==> config.mk <==
export PLATFORM = sky130hd
export DESIGN_NAME = clk_div_bank
export DESIGN_NICKNAME = d
export VERILOG_FILES = /design/src/rtl/clk_div_pkg.sv /design/src/rtl/clk_div_chan.sv /design/src/rtl/clk_div_bank.sv
export SDC_FILE = /design/constraint.sdc
export NUM_CORES = 1
export LEC_CHECK = 0
export CAP_MARGIN = 0
export CORE_MARGIN = 3
export CORE_UTILIZATION = 30
export DETAILED_ROUTE_END_ITERATION = 10
export GPL_TIMING_DRIVEN = 0
export PLACE_DENSITY_LB_ADDON = 0.08
export SLEW_MARGIN = 10
export SYNTH_ARGS = -nofsm -noshare
export SYNTH_HDL_FRONTEND = slang
export SYNTH_SLANG_ARGS = --single-unit
==> constraint.sdc <==
create_clock -name clk -period 2.7 [get_ports clk]
set_input_delay 0.54 -clock clk [delete_from_list [all_inputs] [get_ports clk]]
set_output_delay 0.54 -clock clk [all_outputs]
set_load 0.05 [all_outputs]
==> src/rtl/clk_div_pkg.sv <==
// Shared types and constants for the clock-enable divider bank.
package clk_div_pkg;
    localparam int CNT_W_DEF = 12;
    localparam int SCLK_DIV  = 255;
    localparam int DCLK_DIV  = 2047;

    typedef enum logic {
        TOGGLE = 1'b0,
        PULSE  = 1'b1
    } div_mode_t;
endpackage

==> src/rtl/clk_div_chan.sv <==
// One divider channel: up-counter, active/pending divisor+mode, registered out/tick.
module clk_div_chan
    import clk_div_pkg::*;
#(
    parameter int               CNT_W   = CNT_W_DEF,
    parameter logic [CNT_W-1:0] RST_DIV = '0
) (
    input  logic             clk,
    input  logic             rst,
    input  logic             en,
    input  logic             sync,
    input  logic             wr,
    input  logic [CNT_W-1:0] wr_div,
    input  div_mode_t        wr_mode,
    output logic             out,
    output logic             tick,
    output logic             upd_pend
);
    logic [CNT_W-1:0] cnt_q, cnt_d;
    logic [CNT_W-1:0] div_q, div_d;
    logic [CNT_W-1:0] pdiv_q, pdiv_d;
    div_mode_t        mode_q, mode_d;
    div_mode_t        pmode_q, pmode_d;
    logic             pend_q, pend_d;
    logic             out_q, out_d;
    logic             tick_q, tick_d;

    logic             terminal;
    logic             apply;
    logic [CNT_W-1:0] eff_div;
    div_mode_t        eff_mode;

    always_comb begin
        terminal = (cnt_q >= div_q);
        apply    = sync || !en || terminal;
        // A write coinciding with a boundary wins over an older pending value.
        eff_div  = wr ? wr_div  : (pend_q ? pdiv_q  : div_q);
        eff_mode = wr ? wr_mode : (pend_q ? pmode_q : mode_q);

        cnt_d   = cnt_q + 1'b1;
        out_d   = out_q;
        tick_d  = 1'b0;
        div_d   = div_q;
        mode_d  = mode_q;
        pdiv_d  = pdiv_q;
        pmode_d = pmode_q;
        pend_d  = pend_q;

        if (apply) begin
            div_d  = eff_div;
            mode_d = eff_mode;
            pend_d = 1'b0;
        end else if (wr) begin
            pdiv_d  = wr_div;
            pmode_d = wr_mode;
            pend_d  = 1'b1;
        end

        if (sync || !en) begin
            cnt_d = '0;
            out_d = 1'b0;
        end else if (terminal) begin
            cnt_d  = '0;
            tick_d = 1'b1;
            out_d  = (eff_mode == PULSE) ? 1'b1 : ~out_q;
        end else if (mode_q == PULSE) begin
            out_d = 1'b0;
        end
    end

    always_ff @(posedge clk or posedge rst) begin
        if (rst) begin
            cnt_q   <= '0;
            div_q   <= RST_DIV;
            mode_q  <= TOGGLE;
            pdiv_q  <= '0;
            pmode_q <= TOGGLE;
            pend_q  <= 1'b0;
            out_q   <= 1'b0;
            tick_q  <= 1'b0;
        end else begin
            cnt_q   <= cnt_d;
            div_q   <= div_d;
            mode_q  <= mode_d;
            pdiv_q  <= pdiv_d;
            pmode_q <= pmode_d;
            pend_q  <= pend_d;
            out_q   <= out_d;
            tick_q  <= tick_d;
        end
    end

    assign out      = out_q;
    assign tick     = tick_q;
    assign upd_pend = pend_q;
endmodule

==> src/rtl/clk_div_bank.sv <==
// Bank of independent divider channels sharing one write port and a global sync.
module clk_div_bank
    import clk_div_pkg::*;
#(
    parameter int                        CHANNELS    = 2,
    parameter int                        CNT_W       = CNT_W_DEF,
    parameter logic [CHANNELS*CNT_W-1:0] DEFAULT_DIV = {CNT_W'(DCLK_DIV), CNT_W'(SCLK_DIV)}
) (
    input  logic                clk,
    input  logic                rst,
    input  logic [CHANNELS-1:0] en,
    input  logic                sync,
    input  logic                wr_en,
    input  logic [2:0]          wr_ch,
    input  logic [CNT_W-1:0]    wr_div,
    input  logic                wr_mode,
    output logic [CHANNELS-1:0] out,
    output logic [CHANNELS-1:0] tick,
    output logic [CHANNELS-1:0] upd_pend
);
    logic [CHANNELS-1:0] wr_sel;

    // Out-of-range channel indices match no channel and are dropped.
    always_comb begin
        wr_sel = '0;
        for (int i = 0; i < CHANNELS; i++) begin
            wr_sel[i] = wr_en && (int'(wr_ch) == i);
        end
    end

    for (genvar i = 0; i < CHANNELS; i++) begin : g_chan
        clk_div_chan #(
            .CNT_W   (CNT_W),
            .RST_DIV (DEFAULT_DIV[i*CNT_W +: CNT_W])
        ) u_chan (
            .clk      (clk),
            .rst      (rst),
            .en       (en[i]),
            .sync     (sync),
            .wr       (wr_sel[i]),
            .wr_div   (wr_div),
            .wr_mode  (div_mode_t'(wr_mode)),
            .out      (out[i]),
            .tick     (tick[i]),
            .upd_pend (upd_pend[i])
        );
    end
endmodule

# Word-level counts from Yosys, hierarchy flattened

Index checks and enable logic that the tools add are counted.

Input port bits: 22
Flip-flop bits (word level): 82
Output and inout port bits: 6

Reduce and logical (&&, ||, !) cells: 19
Multiplexer cells: 28
Equality and inequality tests: 1
Bitwise logic cells: 4
Order comparisons: 2
Add/subtract/negate cells: 2

Operator list:

| kind                                           | count |
|---|---|
| 2-to-1 mux 12 bit                              | 8 |
| adder 12 x 1 -> 12 bit (second input constant) | 2 |
| greater-or-equal comparator 12 bit             | 2 |
| 2-to-1 mux 1 bit                               | 20 |
| AND reduction 2 bit                            | 4 |
| nonzero test 2 bit                             | 4 |
| nonzero test 3 bit                             | 2 |
| logical OR 1 bit                               | 4 |
| inverter 1 bit                                 | 4 |
| == test 3 x 2 -> 1 bit (second input constant) | 1 |
| zero test 3 bit                                | 1 |
| logical AND 1 bit                              | 2 |
| zero test 1 bit                                | 2 |

# Longest topological paths before layout

Depth after elaboration: 6
Gate-level depth with buffers: 8
Gate-level depth less buffers: 7

# Modules after synthesis

From an unflattened synthesis, not the netlist that was laid out.

Cell total of the unflattened synthesis: 360
Area, all modules: 4230.3 um^2

Modules (own cells, without submodules):

| module                          | sequential area each (um^2) | cells each | area an instance (um^2) | times used |
|---|---|---|---|---|
| clk_div_chan (g_chan[1].u_chan) | 1039.7                      | 179        | 2103.3                  | 1 |
| clk_div_chan (g_chan[0].u_chan) | 1036.0                      | 179        | 2099.5                  | 1 |
| clk_div_bank                    | 0.0                         | 2          | 27.5                    | 1 |

# Least setup slack after synthesis

Ideal clock, no wire load.

Kind: flip-flop to flip-flop
From: register g_chan[0].u_chan.div_q[5]
To: register g_chan[0].u_chan.pdiv_q[11]
Slack: 0.429 ns
Arrival: 2.146 ns
Period minus slack after synthesis: 2.271 ns
Cell stages (with the launch flop): 9
Library setup time: 0.125 ns
Cells stage by stage: dfstp_2 -> inv_1 -> ha_1 -> a21oi_2 -> o21ai_2 -> a221oi_4 -> nand4_4 -> buf_6 -> mux2_4

Word-level cells in the longest chain between the ends: 4

Ends and longest elaborated chain:

| element                            | RTL line           | text |
|---|---|---|
| start: declaration                 | clk_div_chan.sv:20 | `logic [CNT_W-1:0] div_q, div_d;` |
| start signal: assignment           | clk_div_chan.sv:83 | `div_q <= div_d;` |
| greater-or-equal comparator 12 bit | clk_div_chan.sv:34 | `terminal = (cnt_q >= div_q);` |
| logical OR 1 bit                   | clk_div_chan.sv:35 | `apply = sync \|\| !en \|\| terminal;` |
| inverter 1 bit (no line)           | --                 |  |
| AND reduction 2 bit (no line)      | --                 |  |
| end signal: assignment             | clk_div_chan.sv:85 | `pdiv_q <= pdiv_d;` |
| end: declaration                   | clk_div_chan.sv:21 | `logic [CNT_W-1:0] pdiv_q, pdiv_d;` |

Every way passes these cells.
A chain may end at the register's enable or synchronous reset.

# Worst setup path in the final report

From: register g_chan[0].u_chan.div_q[1]
To: register g_chan[0].u_chan.cnt_q[9]

Word-level cells in the longest chain between the ends: 3

Ends and longest elaborated chain:

| element                            | RTL line           | text |
|---|---|---|
| greater-or-equal comparator 12 bit | clk_div_chan.sv:34 |  |
| 2-to-1 mux 12 bit                  | clk_div_chan.sv:62 | `end else if (terminal) begin` |
| 2-to-1 mux 12 bit                  | clk_div_chan.sv:59 | `if (sync \|\| !en) begin` |
| via g_chan[0].u_chan.cnt_d[9]      | clk_div_chan.sv:19 | `logic [CNT_W-1:0] cnt_q, cnt_d;` |
| end signal: assignment             | clk_div_chan.sv:82 | `cnt_q <= cnt_d;` |
| end: declaration                   | clk_div_chan.sv:19 |  |

The timed path passes the listed nets, and every way through them passes these cells.

==> results.json <==
{
  "status": "finished clean",
  "initial_core_util_pct": 31.1,
  "p_comb_share_pct": 21.5,
  "drive_above_1_share_pct": 22.9,
  "nFillCells": 1383,
  "post-place-ws_ns": 0.143,
  "n_antenna_cell": 0,
  "synth_cell_types": 38,
  "crit_fanout": 10,
  "p_total_mw": 3.71,
  "final_util_pct": 37.1,
  "path_clk_slew_ns": 0.06,
  "r2r-start": "g_chan[0].u_chan.div_q[1]$_DFFE_PP1P_",
  "required_ns": 2.97,
  "clock_latency_ns": 0.34,
  "cts.sinks": 82,
  "gr-total-overflow": 0,
  "cts_made_buffers": 9,
  "fin_crit_sh_pct": 92.4,
  "slew_headroom_pct": 50.3,
  "drc": 0,
  "coreArea_sq_um": 14000,
  "r2r_end": "g_chan[0].u_chan.cnt_q[9]$_DFF_PP0_",
  "yosysSeqAreaShare_pct": 47.5,
  "area_delta_synth_final_pct": 19.2,
  "first_iter_violations": 98,
  "netlist_area_sq_um": 4370,
  "synth_top_area_share_pct": 36.1,
  "irDropWorstVdd_uv": 271,
  "cp-endpoint": "g_chan[0].u_chan.cnt_q[9]$_DFF_PP0_",
  "placed_area_sq_um": 4890,
  "crit_type": "flop to flop",
  "portBuffers": 27,
  "powerDensity_nw_per_um2": 711,
  "setup_violations": 0,
  "via_per_inst": 4.59,
  "fin_cells": 587,
  "cts_htree_levels": 3,
  "synth.yosys.warnings": 0,
  "die_y_um": 127,
  "hold_path_class": "flop to flop",
  "maxCapViolations": 0,
  "cp-end-kind": "flop",
  "tns_ns": 0,
  "drt-wirelength-per-cell_um": 14.9,
  "dr_total_vias": 2697,
  "hold-worst-slack_ns": 0.491,
  "postSynthCellCount": 363,
  "leakagePower_nw": 2.28,
  "ys_seq_elements": 82,
  "grt_usage_pct": 11.9,
  "sw_frac_of_total_pct": 27.0,
  "dp_cells": 571,
  "avgSynthCellArea_sq_um": 12.0,
  "fin_skew_ns": 0.00764,
  "place_hpwl_um": 6450,
  "die_width_um": 127,
  "drtAntennaViolNets": 0,
  "multi_input_area_sq_um": 2080,
  "clock.fmax_mhz": 401,
  "seqPwrFrac_pct": 44.0,
  "grt_max_degree": 59,
  "p_sw_mw": 1.00,
  "worst_ep_arrival_time_ns": 2.76,
  "slew_viol_final": 0,
  "first_pass_iters": 4,
  "cts.path.max_buffers": 2,
  "antenna_found_initial": 0,
  "grt_pass1_wl_um": 14900,
  "r2r_slack_ns": 0.21,
  "routed_wl_um": 8760,
  "placementRows": 43,
  "syn_nets": 411,
  "ios": 28,
  "period_minus_slack_ns": 2.49,
  "internal-power_mw": 2.70,
  "setup.worst_path.start": "g_chan[0].u_chan.div_q[1]$_DFFE_PP1P_",
  "cpPeakStageDelay_ns": 0.61,
  "worst_setup_path_start_kind": "flop",
  "clock_power_share_pct": 34.4,
  "dieArea_sq_um": 16000,
  "synth_flop_cell": "dfrtp_1",
  "routabilityCongestion": 0.717,
  "seqCellArea_sq_um": 2080,
  "synth-edff-count": 0,
  "hold_viol_final": 0,
  "async_flop_share_pct": 100,
  "cts_tree": "done",
  "layout.nets": 450,
  "r2r_cells": 8,
  "path_cells": "inv_1, ha_1, o21ai_1, a21oi_1, o31ai_2, nand3_1, buf_2, nor2_1",
  "yosys.area.top_type": "dfrtp_1",
  "grt_pass1_vias": 2870,
  "worst_pin_slew_ns": 0.741,
  "design_area_sq_um": 5210,
  "crit_slowest_cell": "o31ai_2",
  "setup_ws_ns": 0.206,
  "synthTopCellsByArea": "dfrtp_1, dfstp_2, mux2i_1, ha_1, mux2_4",
  "rsz0062_at_grt": "no",
  "clockRootBuffer": "clkbuf_16",
  "holdBufCountCts": 0
}
power by group through the flow:
| stage | Combinational, mW | Sequential [mW] | Clock [mW] |
|---|---|---|---|
| final | 0.798 | 1.63 | 1.27 |
| after global routing | 0.928 | 1.66 | 1.37 |
| after global placement | 0.785 | 1.65 | 0 |
| after CTS | 0.822 | 1.63 | 1.32 |
| after detailed placement | 0.815 | 1.65 | 0 |
| after floorplan | 0.610 | 1.63 | 0 |
placed cells by master (no fill, tap or decap), types with 3 or more instances in the layout:
master and instances:
a21oi_1 9, a21oi_2 3, and3_1 5, buf_2 4
buf_4 7, buf_6 3, clkbuf_16 9, clkbuf_8 3
clkdlybuf4s50_1 27, dfrtp_1 63, dfstp_2 19, ha_1 26
inv_1 28, mux2_2 12, mux2_4 19, mux2i_1 47
nand2_1 14, nand3_1 15, nor2_1 35, nor3_1 3
o21ai_0 3, xnor2_1 9, xor2_1 11
worst max-delay path: cells and delay by family, from the launching register on:
kind | cells | cell delay, ns
flip-flops | 1 | 0.51
AO/OA/AOI/OAI | 3 | 0.78
adder cells (fa/ha/maj) | 1 | 0.28
buffers and inverters | 2 | 0.35
AND/OR/NAND/NOR | 2 | 0.49
registers in the layout (all words and copies together), names as in the netlist:
register                count
g_chan.u_chan.pmode_q       2
g_chan.u_chan.mode_q        2
g_chan.u_chan.upd_pend      2
g_chan.u_chan.pdiv_q       24
g_chan.u_chan.cnt_q        24
g_chan.u_chan.out           2
g_chan.u_chan.div_q        24
g_chan.u_chan.tick          2
how the worst min path moves through the flow:
stage / start / endpoint / slack, ns / cells after the start
floorplan: g_chan[1].u_chan.cnt_q[0]$_DFF_PP0_ / g_chan[1].u_chan.cnt_q[0]$_DFF_PP0_ / 0.45 / 1
detailed placement: g_chan[1].u_chan.pdiv_q[11]$_DFFE_PP0P_ / g_chan[1].u_chan.pdiv_q[11]$_DFFE_PP0P_ / 0.48 / 1
global route: g_chan[1].u_chan.div_q[4]$_DFFE_PP1P_ / g_chan[1].u_chan.div_q[4]$_DFFE_PP1P_ / 0.51 / 2
global placement: g_chan[1].u_chan.pdiv_q[11]$_DFFE_PP0P_ / g_chan[1].u_chan.pdiv_q[11]$_DFFE_PP0P_ / 0.47 / 1
finish: g_chan[1].u_chan.cnt_q[0]$_DFF_PP0_ / g_chan[1].u_chan.cnt_q[0]$_DFF_PP0_ / 0.49 / 1
CTS: g_chan[1].u_chan.cnt_q[0]$_DFF_PP0_ / g_chan[1].u_chan.cnt_q[0]$_DFF_PP0_ / 0.49 / 1
cell usage after synthesis (2+ instances only):
| library cell | n |
|---|---|
| inv_1 | 29 |
| nand4_4 | 2 |
| xnor2_1 | 9 |
| nor2b_1 | 2 |
| and4_1 | 2 |
| a221oi_4 | 2 |
| and3_1 | 5 |
| nor3_1 | 3 |
| buf_2 | 4 |
| mux2_2 | 12 |
| o21ai_0 | 3 |
| buf_4 | 7 |
| mux2_4 | 19 |
| mux2i_1 | 47 |
| ha_1 | 26 |
| xor2_1 | 11 |
| buf_6 | 3 |
| nand2_1 | 14 |
| o21a_1 | 2 |
| o21ai_1 | 2 |
| dfstp_2 | 19 |
| nand2b_1 | 2 |
| nand4_1 | 2 |
| nor3b_1 | 2 |
| dfrtp_1 | 63 |
| a21oi_1 | 9 |
| nor2_1 | 35 |
| nand3_1 | 15 |
| a21oi_2 | 3 |
repair_timing:
| action | CTS | global route |
|---|---|---|
| buffers inserted | 0 | 0 |
| setup endpoints to repair | 0 | 26 |
| gates resized for setup | 0 | 3 |
cell type report:
cell class	count	area share, %
well taps	180	4.32
repair buffers	28	5.72
flip-flops and latches	82	39.8
inverters	29	2.14
plain buffers	15	2.14
clock inverters	2	0.672
multi-input cells	237	39.9
clock buffers	14	5.26
kinds of logic after synthesis:
| family | Yosys count | synth area share, % |
|---|---|---|
| and+or+nand+nor | 87 | 10.5 |
| DFF | 82 | 47.5 |
| muxes | 79 | 20.6 |
| buffers and inverters | 44 | 5.01 |
| adders and majority gates | 26 | 7.45 |
| AOI/OAI and AO/OA | 25 | 4.90 |
| xor gates and xnor gates | 20 | 4.01 |
per-layer routing:
layer / track usage [%] / vias up / part of all wire (%)
met2: 16.5 / 42 / 42
met4: 6.25 / 0 / 2.5
li1: - / 1331 / -
met1: 17.3 / 1311 / 52
met5: 0 / - / 0
met3: 2.36 / 13 / 3.5
(Power assumes the default switching activity.)
==> RTL change, RTL diff (same settings) <==
Add an input register stage for `en`, `sync`, `wr_en`, `wr_ch`, `wr_div` and `wr_mode`; this delays them by one clock.
--- a/src/rtl/clk_div_bank.sv
+++ b/src/rtl/clk_div_bank.sv
@@ -19,4 +19,21 @@
     output logic [CHANNELS-1:0] upd_pend
 );
+
+    logic [CHANNELS-1:0] en_q;
+    logic sync_q;
+    logic wr_en_q;
+    logic [2:0] wr_ch_q;
+    logic [CNT_W-1:0] wr_div_q;
+    logic wr_mode_q;
+
+    always_ff @(posedge clk) begin
+        en_q      <= en;
+        sync_q    <= sync;
+        wr_en_q   <= wr_en;
+        wr_ch_q   <= wr_ch;
+        wr_div_q  <= wr_div;
+        wr_mode_q <= wr_mode;
+    end
+
     logic [CHANNELS-1:0] wr_sel;
 
@@ -25,5 +42,5 @@
         wr_sel = '0;
         for (int i = 0; i < CHANNELS; i++) begin
-            wr_sel[i] = wr_en && (int'(wr_ch) == i);
+            wr_sel[i] = wr_en_q && (int'(wr_ch_q) == i);
         end
     end
@@ -36,9 +53,9 @@
             .clk      (clk),
             .rst      (rst),
-            .en       (en[i]),
-            .sync     (sync),
+            .en       (en_q[i]),
+            .sync     (sync_q),
             .wr       (wr_sel[i]),
-            .wr_div   (wr_div),
-            .wr_mode  (div_mode_t'(wr_mode)),
+            .wr_div   (wr_div_q),
+            .wr_mode  (div_mode_t'(wr_mode_q)),
             .out      (out[i]),
             .tick     (tick[i]),
Function: changed (Yosys sat finds a counterexample within 4 cycles, from zero or initial values and one cycle with rst high).
==> RTL change against the unedited design <==
Worst hold slack got worse by 0.041 ns; area after synthesis increased by 5.9%; global-route usage decreased by 0.41 points; first-iteration DRC count decreased by 43%; power increased by 22%; cell area increased by 6.6%; via count increased by 3.6%; setup slack got worse by 0.059 ns; sequential cell count increased by 20; routed wire length increased by 2.1%; clock power increased by 9%; non-clock buffer count increased by 7; critical endpoint is now g_chan[1].u_chan.pdiv_q[1].
==> RTL change: results (changes against the unedited design) <==
| Metric | Value |
|---|---|
| DR WL/cell | `14.52 um (-2.7%)` |
| Min-delay src | `en_q[0]` |
| Synthesized Nets | `430 (+4.6%)` |
| Post-DP Area | `0.005156 mm^2 (+5.3%)` |
| TritonCTS Buffers | `9 (unchanged)` |
| Via-to-Cell Ratio | `4.537 (-1.2%)` |
| Post-synth top cells | `63 x dfrtp_1, 47 x mux2i_1, 35 x nor2_1` |
| Global-route wire length before repair | `14.68 mm (-1.7%)` |
| Starting DRT DRC Count | `56 (-43%)` |
| Clock skew | `0.008475 ns (+0.0008340 ns)` |
| Async S/R FF share, synth | `0.8039 (-0.1961)` |
| Seq/Total Area, Yosys | `0.5353 (+0.06021)` |
| Vias in the first global route | `2,815 (-1.9%)` |
| Fillcell total | `1,423 (+2.9%)` |
| Peak VDD IR | `326.4 uV (+20%)` |
| Gpl congestion | `0.7222 (+0.70%)` |
| Top area cells in the synthesized netlist | `dfrtp_1 34%, dfstp_2 11%, mux2i_1 10%` |
| Layout cells sized above 1 | `0.2245 (-0.003964)` |
| Later-pin clock latency in the skew report | `0.35 ns` |
| Final HPWL DP | `6.518 mm (+1.1%)` |
| Largest net degree at the start of global routing | `52 (-12%)` |
| Hold endpoint | `g_chan[0].u_chan.tick` |
| Nets@finish | `475 (+5.6%)` |
| Setup Slack @ Placement | `-0.005373 ns (-0.1482 ns)` |
| Cells on Worst Hold Path | `2 (+1)` |
| Run status | `finished, final reports clean` |
| Netlist cell types | `42 (+11%)` |
| Actual slew at the worst max-slew pin | `0.5480 ns (-0.1928 ns)` |
| Static leakage | `2.443 nW (+7.2%)` |
| Crit Reg-Reg Startpoint | `g_chan[1].u_chan.div_q[5]` |
| Global Route Usage Sum | `0.1145 (-0.004124)` |
| Switching part of the total | `0.2955 (+0.02519)` |
| Arr. time, crit path | `2.78 ns (+0.02 ns)` |
| R2r endpoint | `g_chan[1].u_chan.pdiv_q[1]` |
| R2r setup slk | `0.15 ns (-0.06 ns)` |
RTL change: logic make-up after synthesis:
group | count (synthesis) | share of synthesized area
simple gates | 84 | 0.09278
flops | 102 | 0.5353
fa+ha+maj | 26 | 0.07033
xor+xnor | 20 | 0.03787
mux | 78 | 0.1780
buf+inv | 46 | 0.04598
compound gates | 26 | 0.03976
RTL change: layer usage:
metal,up-vias,part of all wire,global-route usage
met5,-,0,0
met4,0,0.014,0.04523
met3,10,0.055,0.03848
met2,51,0.43,0.1696
met1,1344,0.51,0.1544
li1,1390,-,-
RTL change: critical path, cell delays in order, from the launching register on:
cell and delay [ns]:
dfstp_2 0.51, inv_1 0.06, ha_1 0.31, a21oi_1 0.13, o21ai_0 0.11, a221o_2 0.46, nor3_4 0.24, buf_4 0.25
mux2_2 0.35
RTL change: stage by stage:
step           utilization  hold slack (ns)  cells
2_1_floorplan            -           0.4155    382
3_3_place_gp        0.3461           0.4405    593
3_5_place_dp        0.3482           0.4298    594
4_1_cts             0.3702           0.4482    610
5_1_grt             0.3750           0.4734    616
6_report            0.3750           0.4508    616
RTL change: layout make-up:
type                       count  area share
inverter                      30     0.02073
multi-input combinational    234      0.3533
sequential                   102      0.4459
tap                          184     0.04146
buffer                        16     0.01915
timing repair buffer          34     0.06174
clock inverter                 3    0.007210
clock buffer                  13     0.05047
RTL change: power groups by stage:
stage	Combinational (mW)	Clock, mW	Sequential (mW)
after global routing	1.29	1.50	2.02
final	1.14	1.38	1.98
after detailed placement	1.12	0	2.01
after CTS	1.13	1.44	1.98
after floorplan	0.840	0	1.97
after global placement	1.09	0	2.01
RTL change: what timing repair did:
item                                    CTS  global route
buffers inserted                          0             6
pin swaps                                 0             2
gates resized for setup                   1             5
endpoints found under the setup margin   10            50
RTL change: worst max-delay path by stage:
stage / start / endpoint / slack (ns)
2_1_floorplan: rst / g_chan[0].u_chan.cnt_q[0] / 0.08
3_3_place_gp: rst / g_chan[1].u_chan.mode_q / -1.46
3_5_place_dp: g_chan[1].u_chan.div_q[7] / g_chan[1].u_chan.pdiv_q[8] / -0.005
4_1_cts: g_chan[0].u_chan.div_q[5] / g_chan[0].u_chan.cnt_q[7] / 0.02
5_1_grt: g_chan[1].u_chan.div_q[5] / g_chan[1].u_chan.pdiv_q[0] / -0.02
6_report: g_chan[1].u_chan.div_q[5] / g_chan[1].u_chan.pdiv_q[1] / 0.15
